### src/rtl/mat_pkg.sv
// Shared constants, encodings and dimension helpers for the matrix slot scheduler.
package mat_pkg;

   localparam int unsigned DIM_MAX       = 5;
   localparam int unsigned SLOTS_PER_DIM = 5;
   localparam int unsigned NUM_CLASS     = DIM_MAX * DIM_MAX;
   localparam int unsigned SLOT_W        = 7;
   localparam logic [2:0]  LIM_RST_DEF   = 3'd2;

   typedef enum logic [1:0] {
      OP_ALLOC = 2'b00,
      OP_QUERY = 2'b01,
      OP_COUNT = 2'b10,
      OP_ILL   = 2'b11
   } op_e;

   typedef enum logic [2:0] {
      ERR_OK   = 3'b000,
      ERR_OP   = 3'b010,
      ERR_CFG  = 3'b011,
      ERR_FULL = 3'b100,
      ERR_DIM  = 3'b101,
      ERR_IDX  = 3'b110
   } err_e;

   typedef enum logic [1:0] {
      ST_IDLE,
      ST_EXEC,
      ST_FLUSH
   } state_e;

   function automatic logic dim_ok(input logic [2:0] d);
      return (d != 3'd0) && (d <= 3'(DIM_MAX));
   endfunction

   // Only meaningful when both dimensions pass dim_ok.
   function automatic logic [4:0] class_of(input logic [2:0] m, input logic [2:0] n);
      return ({2'b00, m} - 5'd1) * 5'(DIM_MAX) + ({2'b00, n} - 5'd1);
   endfunction

   function automatic logic [2:0] clamp_lim(input logic [3:0] v);
      logic [2:0] r;
      if (v == 4'd0)
         r = 3'd1;
      else if (v > 4'(SLOTS_PER_DIM))
         r = 3'(SLOTS_PER_DIM);
      else
         r = v[2:0];
      return r;
   endfunction

endpackage

### src/rtl/mat_ring_idx.sv
// Ring-buffer index arithmetic for one dimension class: k-th oldest slot,
// next write pointer and absent-index detection. Purely combinational.
module mat_ring_idx (
   input  logic [2:0] count,
   input  logic [2:0] wp,
   input  logic [2:0] lim,
   input  logic [2:0] k,
   output logic [2:0] idx,
   output logic [2:0] wp_nxt,
   output logic       absent
);

   logic [2:0] oldest;
   logic [3:0] lim4;
   logic [3:0] sum;
   logic [3:0] sum_wrap;
   logic [3:0] wp_sum;
   logic [3:0] wp_wrap;

   always_comb begin
      lim4   = {1'b0, lim};
      oldest = (count < lim) ? 3'd0 : wp;
      // Operands stay below 9, so one conditional subtract replaces a modulo.
      sum      = {1'b0, oldest} + {1'b0, k} - 4'd1;
      sum_wrap = sum - lim4;
      idx      = (sum >= lim4) ? sum_wrap[2:0] : sum[2:0];
      wp_sum   = {1'b0, wp} + 4'd1;
      wp_wrap  = wp_sum - lim4;
      wp_nxt   = (wp_sum >= lim4) ? wp_wrap[2:0] : wp_sum[2:0];
      absent   = (k == 3'd0) || (k > count);
   end

endmodule

### src/rtl/mat_slot_sched.sv
// Per-dimension-class slot allocator: alloc with ring overwrite, k-th oldest
// lookup and count, one request at a time; bookkeeping flushed on new config.
module mat_slot_sched
   import mat_pkg::*;
#(
   parameter logic [2:0] LIM_RST = LIM_RST_DEF
) (
   input  logic       clk,
   input  logic       rst_n,
   input  logic [3:0] max_mat_num,
   input  logic       cfg_done,
   input  logic       req_valid,
   output logic       req_ready,
   input  logic [1:0] req_op,
   input  logic [2:0] req_m,
   input  logic [2:0] req_n,
   input  logic [2:0] req_k,
   output logic       rsp_valid,
   output logic [6:0] rsp_slot,
   output logic [2:0] rsp_count,
   output logic       rsp_evict,
   output logic [2:0] rsp_err
);

   state_e state_q, state_d;
   logic [2:0] lim_q, lim_d;
   logic       pend_q, pend_d;
   op_e        op_q, op_d;
   logic [2:0] m_q, m_d, n_q, n_d, k_q, k_d;
   logic [NUM_CLASS-1:0][2:0] cnt_q, cnt_d;
   logic [NUM_CLASS-1:0][2:0] wp_q, wp_d;
   logic       rsp_valid_q, rsp_valid_d;
   logic [6:0] rsp_slot_q, rsp_slot_d;
   logic [2:0] rsp_count_q, rsp_count_d;
   logic       rsp_evict_q, rsp_evict_d;
   logic [2:0] rsp_err_q, rsp_err_d;

   logic       dims_ok;
   logic [4:0] cls;
   logic [2:0] cur_cnt, cur_wp;
   logic [6:0] slot_base;
   logic [2:0] ring_idx, ring_wp_nxt;
   logic       ring_absent;

   always_comb begin
      dims_ok   = dim_ok(m_q) && dim_ok(n_q);
      cls       = dims_ok ? class_of(m_q, n_q) : 5'd0;
      cur_cnt   = cnt_q[cls];
      cur_wp    = wp_q[cls];
      slot_base = {2'b00, cls} * 7'(SLOTS_PER_DIM);
   end

   mat_ring_idx u_ring (
      .count  (cur_cnt),
      .wp     (cur_wp),
      .lim    (lim_q),
      .k      (k_q),
      .idx    (ring_idx),
      .wp_nxt (ring_wp_nxt),
      .absent (ring_absent)
   );

   always_comb begin
      state_d     = state_q;
      lim_d       = lim_q;
      pend_d      = pend_q;
      op_d        = op_q;
      m_d         = m_q;
      n_d         = n_q;
      k_d         = k_q;
      cnt_d       = cnt_q;
      wp_d        = wp_q;
      rsp_valid_d = 1'b0;
      rsp_slot_d  = rsp_slot_q;
      rsp_count_d = rsp_count_q;
      rsp_evict_d = rsp_evict_q;
      rsp_err_d   = rsp_err_q;
      req_ready   = 1'b0;

      unique case (state_q)
         ST_IDLE: begin
            req_ready = !(cfg_done || pend_q);
            if (cfg_done || pend_q) begin
               state_d = ST_FLUSH;
            end else if (req_valid) begin
               op_d    = op_e'(req_op);
               m_d     = req_m;
               n_d     = req_n;
               k_d     = req_k;
               state_d = ST_EXEC;
            end
         end

         ST_EXEC: begin
            state_d     = ST_IDLE;
            pend_d      = pend_q || cfg_done;
            rsp_valid_d = 1'b1;
            rsp_slot_d  = '0;
            rsp_count_d = '0;
            rsp_evict_d = 1'b0;
            rsp_err_d   = ERR_OK;
            if (op_q == OP_ILL) begin
               rsp_err_d = ERR_OP;
            end else if (!dims_ok) begin
               rsp_err_d = ERR_DIM;
            end else begin
               rsp_count_d = cur_cnt;
               unique case (op_q)
                  OP_ALLOC: begin
                     rsp_slot_d = slot_base + {4'b0000, cur_wp};
                     wp_d[cls]  = ring_wp_nxt;
                     if (cur_cnt < lim_q) begin
                        cnt_d[cls]  = cur_cnt + 3'd1;
                        rsp_count_d = cur_cnt + 3'd1;
                     end else begin
                        rsp_evict_d = 1'b1;
                     end
                  end
                  OP_QUERY: begin
                     if (ring_absent)
                        rsp_err_d = ERR_IDX;
                     else
                        rsp_slot_d = slot_base + {4'b0000, ring_idx};
                  end
                  default: ;
               endcase
            end
         end

         ST_FLUSH: begin
            state_d = ST_IDLE;
            cnt_d   = '0;
            wp_d    = '0;
            lim_d   = clamp_lim(max_mat_num);
            // A config landing during the flush still needs its own flush.
            pend_d  = cfg_done;
         end

         default: state_d = ST_IDLE;
      endcase
   end

   always_ff @(posedge clk or negedge rst_n) begin
      if (!rst_n) begin
         state_q     <= ST_IDLE;
         lim_q       <= LIM_RST;
         pend_q      <= 1'b0;
         op_q        <= OP_ALLOC;
         m_q         <= '0;
         n_q         <= '0;
         k_q         <= '0;
         cnt_q       <= '0;
         wp_q        <= '0;
         rsp_valid_q <= 1'b0;
         rsp_slot_q  <= '0;
         rsp_count_q <= '0;
         rsp_evict_q <= 1'b0;
         rsp_err_q   <= '0;
      end else begin
         state_q     <= state_d;
         lim_q       <= lim_d;
         pend_q      <= pend_d;
         op_q        <= op_d;
         m_q         <= m_d;
         n_q         <= n_d;
         k_q         <= k_d;
         cnt_q       <= cnt_d;
         wp_q        <= wp_d;
         rsp_valid_q <= rsp_valid_d;
         rsp_slot_q  <= rsp_slot_d;
         rsp_count_q <= rsp_count_d;
         rsp_evict_q <= rsp_evict_d;
         rsp_err_q   <= rsp_err_d;
      end
   end

   assign rsp_valid = rsp_valid_q;
   assign rsp_slot  = rsp_slot_q;
   assign rsp_count = rsp_count_q;
   assign rsp_evict = rsp_evict_q;
   assign rsp_err   = rsp_err_q;

endmodule

### config.mk
export PLATFORM = sky130hd
export DESIGN_NAME = mat_slot_sched
export DESIGN_NICKNAME = d
export VERILOG_FILES = /design/src/rtl/mat_pkg.sv /design/src/rtl/mat_ring_idx.sv /design/src/rtl/mat_slot_sched.sv
export SDC_FILE = /design/constraint.sdc
export NUM_CORES = 1
export LEC_CHECK = 0
export ABC_AREA = 0
export CAP_MARGIN = 10
export CELL_PAD_IN_SITES_DETAIL_PLACEMENT = 0
export CELL_PAD_IN_SITES_GLOBAL_PLACEMENT = 1
export CORE_ASPECT_RATIO = 0.5
export CORE_MARGIN = 10
export CORE_UTILIZATION = 30
export CTS_CLUSTER_DIAMETER = 100
export DETAILED_ROUTE_END_ITERATION = 8
export GPL_TIMING_DRIVEN = 0
export PLACE_DENSITY_LB_ADDON = 0.1
export SLEW_MARGIN = 20
export SYNTH_ARGS = -nofsm -noshare
export SYNTH_HDL_FRONTEND = slang
export SYNTH_HIERARCHICAL = 1
export SYNTH_SLANG_ARGS = --single-unit
export TNS_END_PERCENT = 1
### constraint.sdc
create_clock -name clk -period 12.79 [get_ports clk]
set_clock_uncertainty 0.1 [all_clocks]
set_input_delay 2.558 -clock clk [delete_from_list [all_inputs] [get_ports clk]]
set_output_delay 2.558 -clock clk [all_outputs]
set_load 0.05 [all_outputs]
==> summary.txt, run 1 <==
Logic synthesis
  – Synth Cell Area: approximately 10000 µm²
  – Syn Inst Count: roughly 1100
  – Seq cells post-synth: roughly 180
  – Synth cell types: 73
  – Top FF cell, synth: dfrtp_1
  – Net Count, Synth: about 1200
  – Avg Inst Size Synth: between 9 and 10 µm²
  – Ys Warns: 6
  – Register area share after synthesis: 45.57%
  – Async SR Flop Fraction: between 90% and 100%
  – Number of synthesized flops with an enable pin: 0

Worst setup path
  – Critical Path Max Stage Delay: approximately 0.74 ns
  – Max Fanout on Critical Path: 10
  – Worst path most repeated cell: ha_1
  – Worst EP required: 13.01 ns
  – CP Capture Type: flip-flop
  – Slowest-stage cell, CP: nor3_1
  – Critical Path Source Type: flip-flop
  – Worst Path Class, Setup: flip-flop to flip-flop
  – Buf+Inv Stages, Crit Path: 9
  – CP arrival: between 9 and 10 ns
  – CP top delay family: buffers and inverters

Run status
  – Status: completed

Final layout
  – Leading cell type in the layout, fill and taps excluded: o21ai_0
  – Layout cells sized above 1: between 7 and 8%
  – Final non-filler cell area: roughly 12000 µm²
  – Commonest cells after routing, fill and taps aside: o21ai_0, dfrtp_1, nand2_1
  – Area occupied by multi-input gates: ~5000 µm²
  – Area delta synth->final: 16.45%
  – # diodes: 0
  – Number of fill cells: about 3400
  – Nets: around 1200
  – FF/Latch Area: around 4600 µm²

Floorplanning
  – Ports: 35
  – Starting density of the core: a little under a third
  – Die width: 278.2 µm
  – Die Y: 149.1 µm
  – Core ar.: between 30000 and 40000 µm²
  – Die area: 41470 µm²
  – # rows: 47

CTS
  – H-tree depth: 4
  – Clk pin slew, worst setup/hold paths: 0.08 ns
  – CTS tree: built
  – Hold_buf cts: 0
  – Resize count post-CTS: 0
  – Skew-Pair Late Insertion Delay: approximately 0.46 ns
  – CTS buffer count: 17
  – Clock Tree Buf Depth: 2
  – Setup repair bufs after CTS: 0
  – Clk sinks: between 150 and 200
  – Root buffer cell: clkbuf_16

STA
  – Hold Vio Cnt, Final: 0
  – Max Clk Rate: about 100 MHz
  – RSZ-0062 raised after global routing: false
  – Clock period minus worst slack: just under 10 ns
  – Worst Tran Pin Value: approximately 1.1 ns
  – Fin. max-slew vios: 0
  – TNS Setup: 0 ns
  – Slew headroom: between 20% and 30%
  – Final Cycle Share: approximately three quarters
  – Final setup vio count: 0

Route
  – DRC violations left: 0
  – Antenna-violating nets left: 0
  – DR vias: between 8000 and 9000
  – Post-Route WL: approximately 39000 µm
  – First DRT Iteration DRCs: ~900
  – Routed length per instance: between 20 and 25 µm
  – Via/cell ratio: around 5.6
  – Detailed-router iteration count before antenna repair: 8

Global routing
  – Gr usage total: 18.98%
  – Antenna violations before repair: 0
  – GRT Residual Overflow: 0
  – Largest net degree at the start of global routing: 90
  – Number of global-route vias before repair: 8828
  – First-pass GRT wire length: between 50000 and 60000 µm

Placed design
  – DP HPWL: approximately 30000 µm
  – Routability congestion estimate: 0.9077
  – DP Area: about 11000 µm²
  – IO Port Bufs: 34

Run
  – Max cap viols: 0

Hold path
  – Hold Crit Class: flip-flop to flip-flop
==> final cells by class <==
cell class	count	area share, %
tap	441	4.740
clock inverter	14	1.795
buffer	53	1.935
multi-input combinational	795	43.31
timing repair buffer	38	3.568
sequential	182	39.13
clock buffer	18	3.773
inverter	54	1.741
==> flip-flops by register name, indices dropped and copies added (netlist names) <==
name	flops
pend_q	1
rsp_count	3
rsp_valid	1
wp_q	75
rsp_slot	7
lim_q	3
n_q	3
cnt_q	75
m_q	3
rsp_evict	1
k_q	3
rsp_err	3
op_q	2
state_q	2
==> cells in the mapped netlist, types with 6 or more instances <==
cell	instances	share of area [%]
a31oi_1	12	0.75
inv_1	53	2.0
nor4_1	7	0.44
and2_1	7	0.44
nor2_1	48	1.8
xnor2_1	6	0.53
nand2b_1	10	0.63
nand3_1	20	1.0
clkbuf_1	45	1.7
a221o_1	6	0.60
o21ai_1	17	0.85
nor2b_1	7	0.44
o2bb2ai_1	8	0.70
and3_1	11	0.69
mux2i_1	6	0.60
o31ai_1	6	0.45
nand4_1	6	0.38
a221oi_1	10	0.88
ha_1	48	6.0
fa_1	8	1.6
nand2_1	144	5.4
a21oi_1	31	1.6
or2_2	10	0.63
o21ai_0	217	11
a21o_1	15	1.1
dfrtp_1	181	45
nor3_1	9	0.45
mux2_2	13	1.5
o22ai_1	10	0.63
xor2_1	9	0.79
a22oi_1	36	2.7
==> through the flow <==
step / utilization (%) / setup slack [ns] / hold WS, ns / instances
floorplan: - / 5.183 / 0.3481 / 1084
global placement: 33.07 / 1.028 / 0.3644 / 1559
detailed placement: 33.38 / 3.056 / 0.3721 / 1563
CTS: 35.35 / 3.033 / 0.3897 / 1595
global route: 35.35 / 2.448 / 0.4081 / 1595
finish: 35.35 / 3.091 / 0.3871 / 1595
==> worst register-to-register path, delay by kind of cell, from the launching register on <==
family          cells  cell delay, ns
fa+ha+maj           8            2.72
compound gates      7            1.33
flops               1            0.41
simple gates        8            1.70
buf+inv             9            3.04
mux                 1            0.28
==> layer usage <==
layer / GRT usage, % / up-vias / share of wire [%]
met5: 0 / - / 0
met4: 4.680 / 0 / 1.5
met3: 4.019 / 40 / 5.9
met2: 28.48 / 266 / 43
met1: 27.21 / 4514 / 50
li1: - / 4044 / -
==> final timing paths <==
kind | start | endpoint | slack [ns] | depth (start not counted)
worst min register to register | wp_q[38] | wp_q[38] | 0.39 | 2
max in group asynchronous | rst_n | wp_q[21] | 9.68 | 3
min in group asynchronous | rst_n | rsp_err[2] | 1.84 | 1
worst max register to register | m_q[0] | rsp_slot[6] | 3.09 | 33
worst min-delay path | wp_q[38] | wp_q[38] | 0.39 | 2
worst max-delay path | m_q[0] | rsp_slot[6] | 3.09 | 33
==> cell families after synthesis <==
kind of cell    share of synthesized area [%]
simple gates                            13.22
mux                                     2.215
fa+ha+maj                               7.610
xor+xnor                                1.940
buf+inv                                 4.280
flops                                   45.57
compound gates                          25.17
Power of run 1 is not shown: default switching activity piles up to over one toggle a cycle in this logic, so the estimate is an artifact.
==> inputs of run 2 (changes only) <==
Clock period 12.79 ns to 9.88 ns, I/O delays scaled along.
==> run 2 against run 1 <==
Effect of this change:
- sequential share of layout area hardly changed
- routed wire length is 0.15% higher
- register-to-register slack worse by 2.4 ns
- sequential cell count stayed put
- highest routed layer unchanged
==> summary.txt, run 2 (synthesis results as in run 1) <==
Global routing
  – Busiest grt layer: met2
  – Largest net degree at the start of global routing: 90
  – First-pass GRT wire length: 59200 µm
  – GRT Residual Overflow: 0
  – GR met2 Demand/Resource: roughly 28%
  – GR Util met1: a little over a quarter
  – Number of global-route vias before repair: 8828
  – Gr usage total: between 10% and 20%
  – M3 GR Usage: under 10%
  – Antenna violations before repair: 0

Floorplanning
  – Starting density of the core: 30.36%
  – Die width: between 200 and 300 µm
  – Die area: roughly 41000 µm²
  – # rows: 47
  – Die Y: 149.1 µm
  – Core ar.: 32930 µm²
  – Ports: 35

CTS
  – Skew-Pair Late Insertion Delay: ~0.46 ns
  – Hold_buf cts: 0
  – H-tree depth: 4
  – Setup repair bufs after CTS: 0
  – Clk sinks: roughly 180
  – Clock Tree Buf Depth: 2
  – CTS tree: built
  – Clk pin slew, worst setup/hold paths: about 0.070 ns
  – Resize count post-CTS: 0
  – Root buffer cell: clkbuf_16
  – CTS buffer count: 17

Placed design
  – Routability congestion estimate: 0.9077
  – DP HPWL: 29150 µm
  – IO Port Bufs: 34

Final layout
  – Layout cells sized above 1: under 10%
  – Nets: ~1200
  – # diodes: 0
  – Area delta synth->final: 16.57%
  – Commonest cells after routing, fill and taps aside: o21ai_0, dfrtp_1, nand2_1
  – Number of fill cells: about 3400
  – Final core utilization: between 30% and 40%
  – Leading cell type in the layout, fill and taps excluded: o21ai_0

STA
  – Max Clk Rate: 109.0 MHz
  – Clock period minus worst slack: between 9 and 10 ns
  – Final Cycle Share: 92.90%
  – Fin. max-slew vios: 0
  – Final setup vio count: 0
  – RSZ-0062 raised after global routing: false
  – Worst Tran Pin Value: roughly 0.95 ns
  – TNS Setup: 0 ns
  – Hold Vio Cnt, Final: 0
  – Slew headroom: 36.27%

Worst setup path
  – CP arrival: approximately 9.4 ns
  – Worst path most repeated cell: ha_1
  – Max Fanout on Critical Path: 10
  – Reg2reg setup slack: 0.70 ns
  – Worst EP required: 10.10 ns
  – Critical Path Max Stage Delay: between 0.6 and 0.7 ns
  – Worst setup path endpoint: rsp_slot[6]
  – CP Capture Type: flip-flop
  – Worst Reg2Reg Path Length in Cells: 33
  – Worst setup startpoint: m_q[0]
  – RR Endpoint: rsp_slot[6]
  – Critical Path Source Type: flip-flop
  – Reg2reg start: m_q[0]
  – Slowest-stage cell, CP: buf_1
  – Worst Path Class, Setup: flip-flop to flip-flop

Hold path
  – Hold Crit Class: flip-flop to flip-flop

Route
  – First DRT Iteration DRCs: ~950
  – Antenna-violating nets left: 0
  – Via/cell ratio: between 5 and 6
  – DRC violations left: 0
  – Routed length per instance: ~25 µm
  – Post-Route WL: just under 40000 µm
  – DR vias: 8907
  – Detailed-router iteration count before antenna repair: 5

Run
  – Max cap viols: 0

Run status
  – Status: completed
[run 2: worst min path at each step]
| stage | from | cells after the start | end | slack (ns) |
|---|---|---|---|---|
| 2_1_floorplan | wp_q[10] | 2 | wp_q[10] | 0.35 |
| 3_3_place_gp | wp_q[12] | 2 | wp_q[12] | 0.36 |
| 3_5_place_dp | wp_q[60] | 2 | wp_q[60] | 0.37 |
| 4_1_cts | wp_q[60] | 2 | wp_q[60] | 0.39 |
| 5_1_grt | wp_q[73] | 2 | wp_q[73] | 0.41 |
| 6_report | wp_q[49] | 2 | wp_q[49] | 0.39 |
[run 2: layer usage]
layer	vias to the layer above	wire [µm]
met1	4550	19420
li1	4040	-
met2	276	16800
met3	41	2368
met4	0	632
met5	-	0
[run 2: final cells by class]
cell class | count | area [µm²] | share of cell area [%]
Buffer | 53 | 227.7 | 1.954
Clock buffer | 18 | 439.2 | 3.769
Clock inverter | 14 | 209.0 | 1.793
Inverter | 54 | 202.7 | 1.739
Multi-Input combinational cell | 795 | 5052 | 43.35
Sequential cell | 182 | 4556 | 39.09
Tap cell | 441 | 551.8 | 4.735
Timing Repair Buffer | 38 | 415.4 | 3.565
[run 2: worst max-delay path: cells and delay by family (launching register included)]
family / cells / cell delay [ns]
buffers and inverters: 9 / 2.74
adder cells (fa/ha/maj): 8 / 2.72
AND/OR/NAND/NOR: 8 / 1.44
AO/OA/AOI/OAI: 7 / 1.33
flip-flops: 1 / 0.41
multiplexers: 1 / 0.29
[run 2: through the flow]
step	std cells	cell area [µm²]	hold WS (ns)	setup WS, ns
floorplan	1084	9997	0.3481	2.273
global placement	1559	10890	0.3644	-1.300
detailed placement	1563	10990	0.3721	0.1462
CTS	1595	11640	0.3897	0.1229
global route	1595	11650	0.4081	0.05610
finish	1595	11650	0.3872	0.7017
Power of run 2 is left out for the same reason.
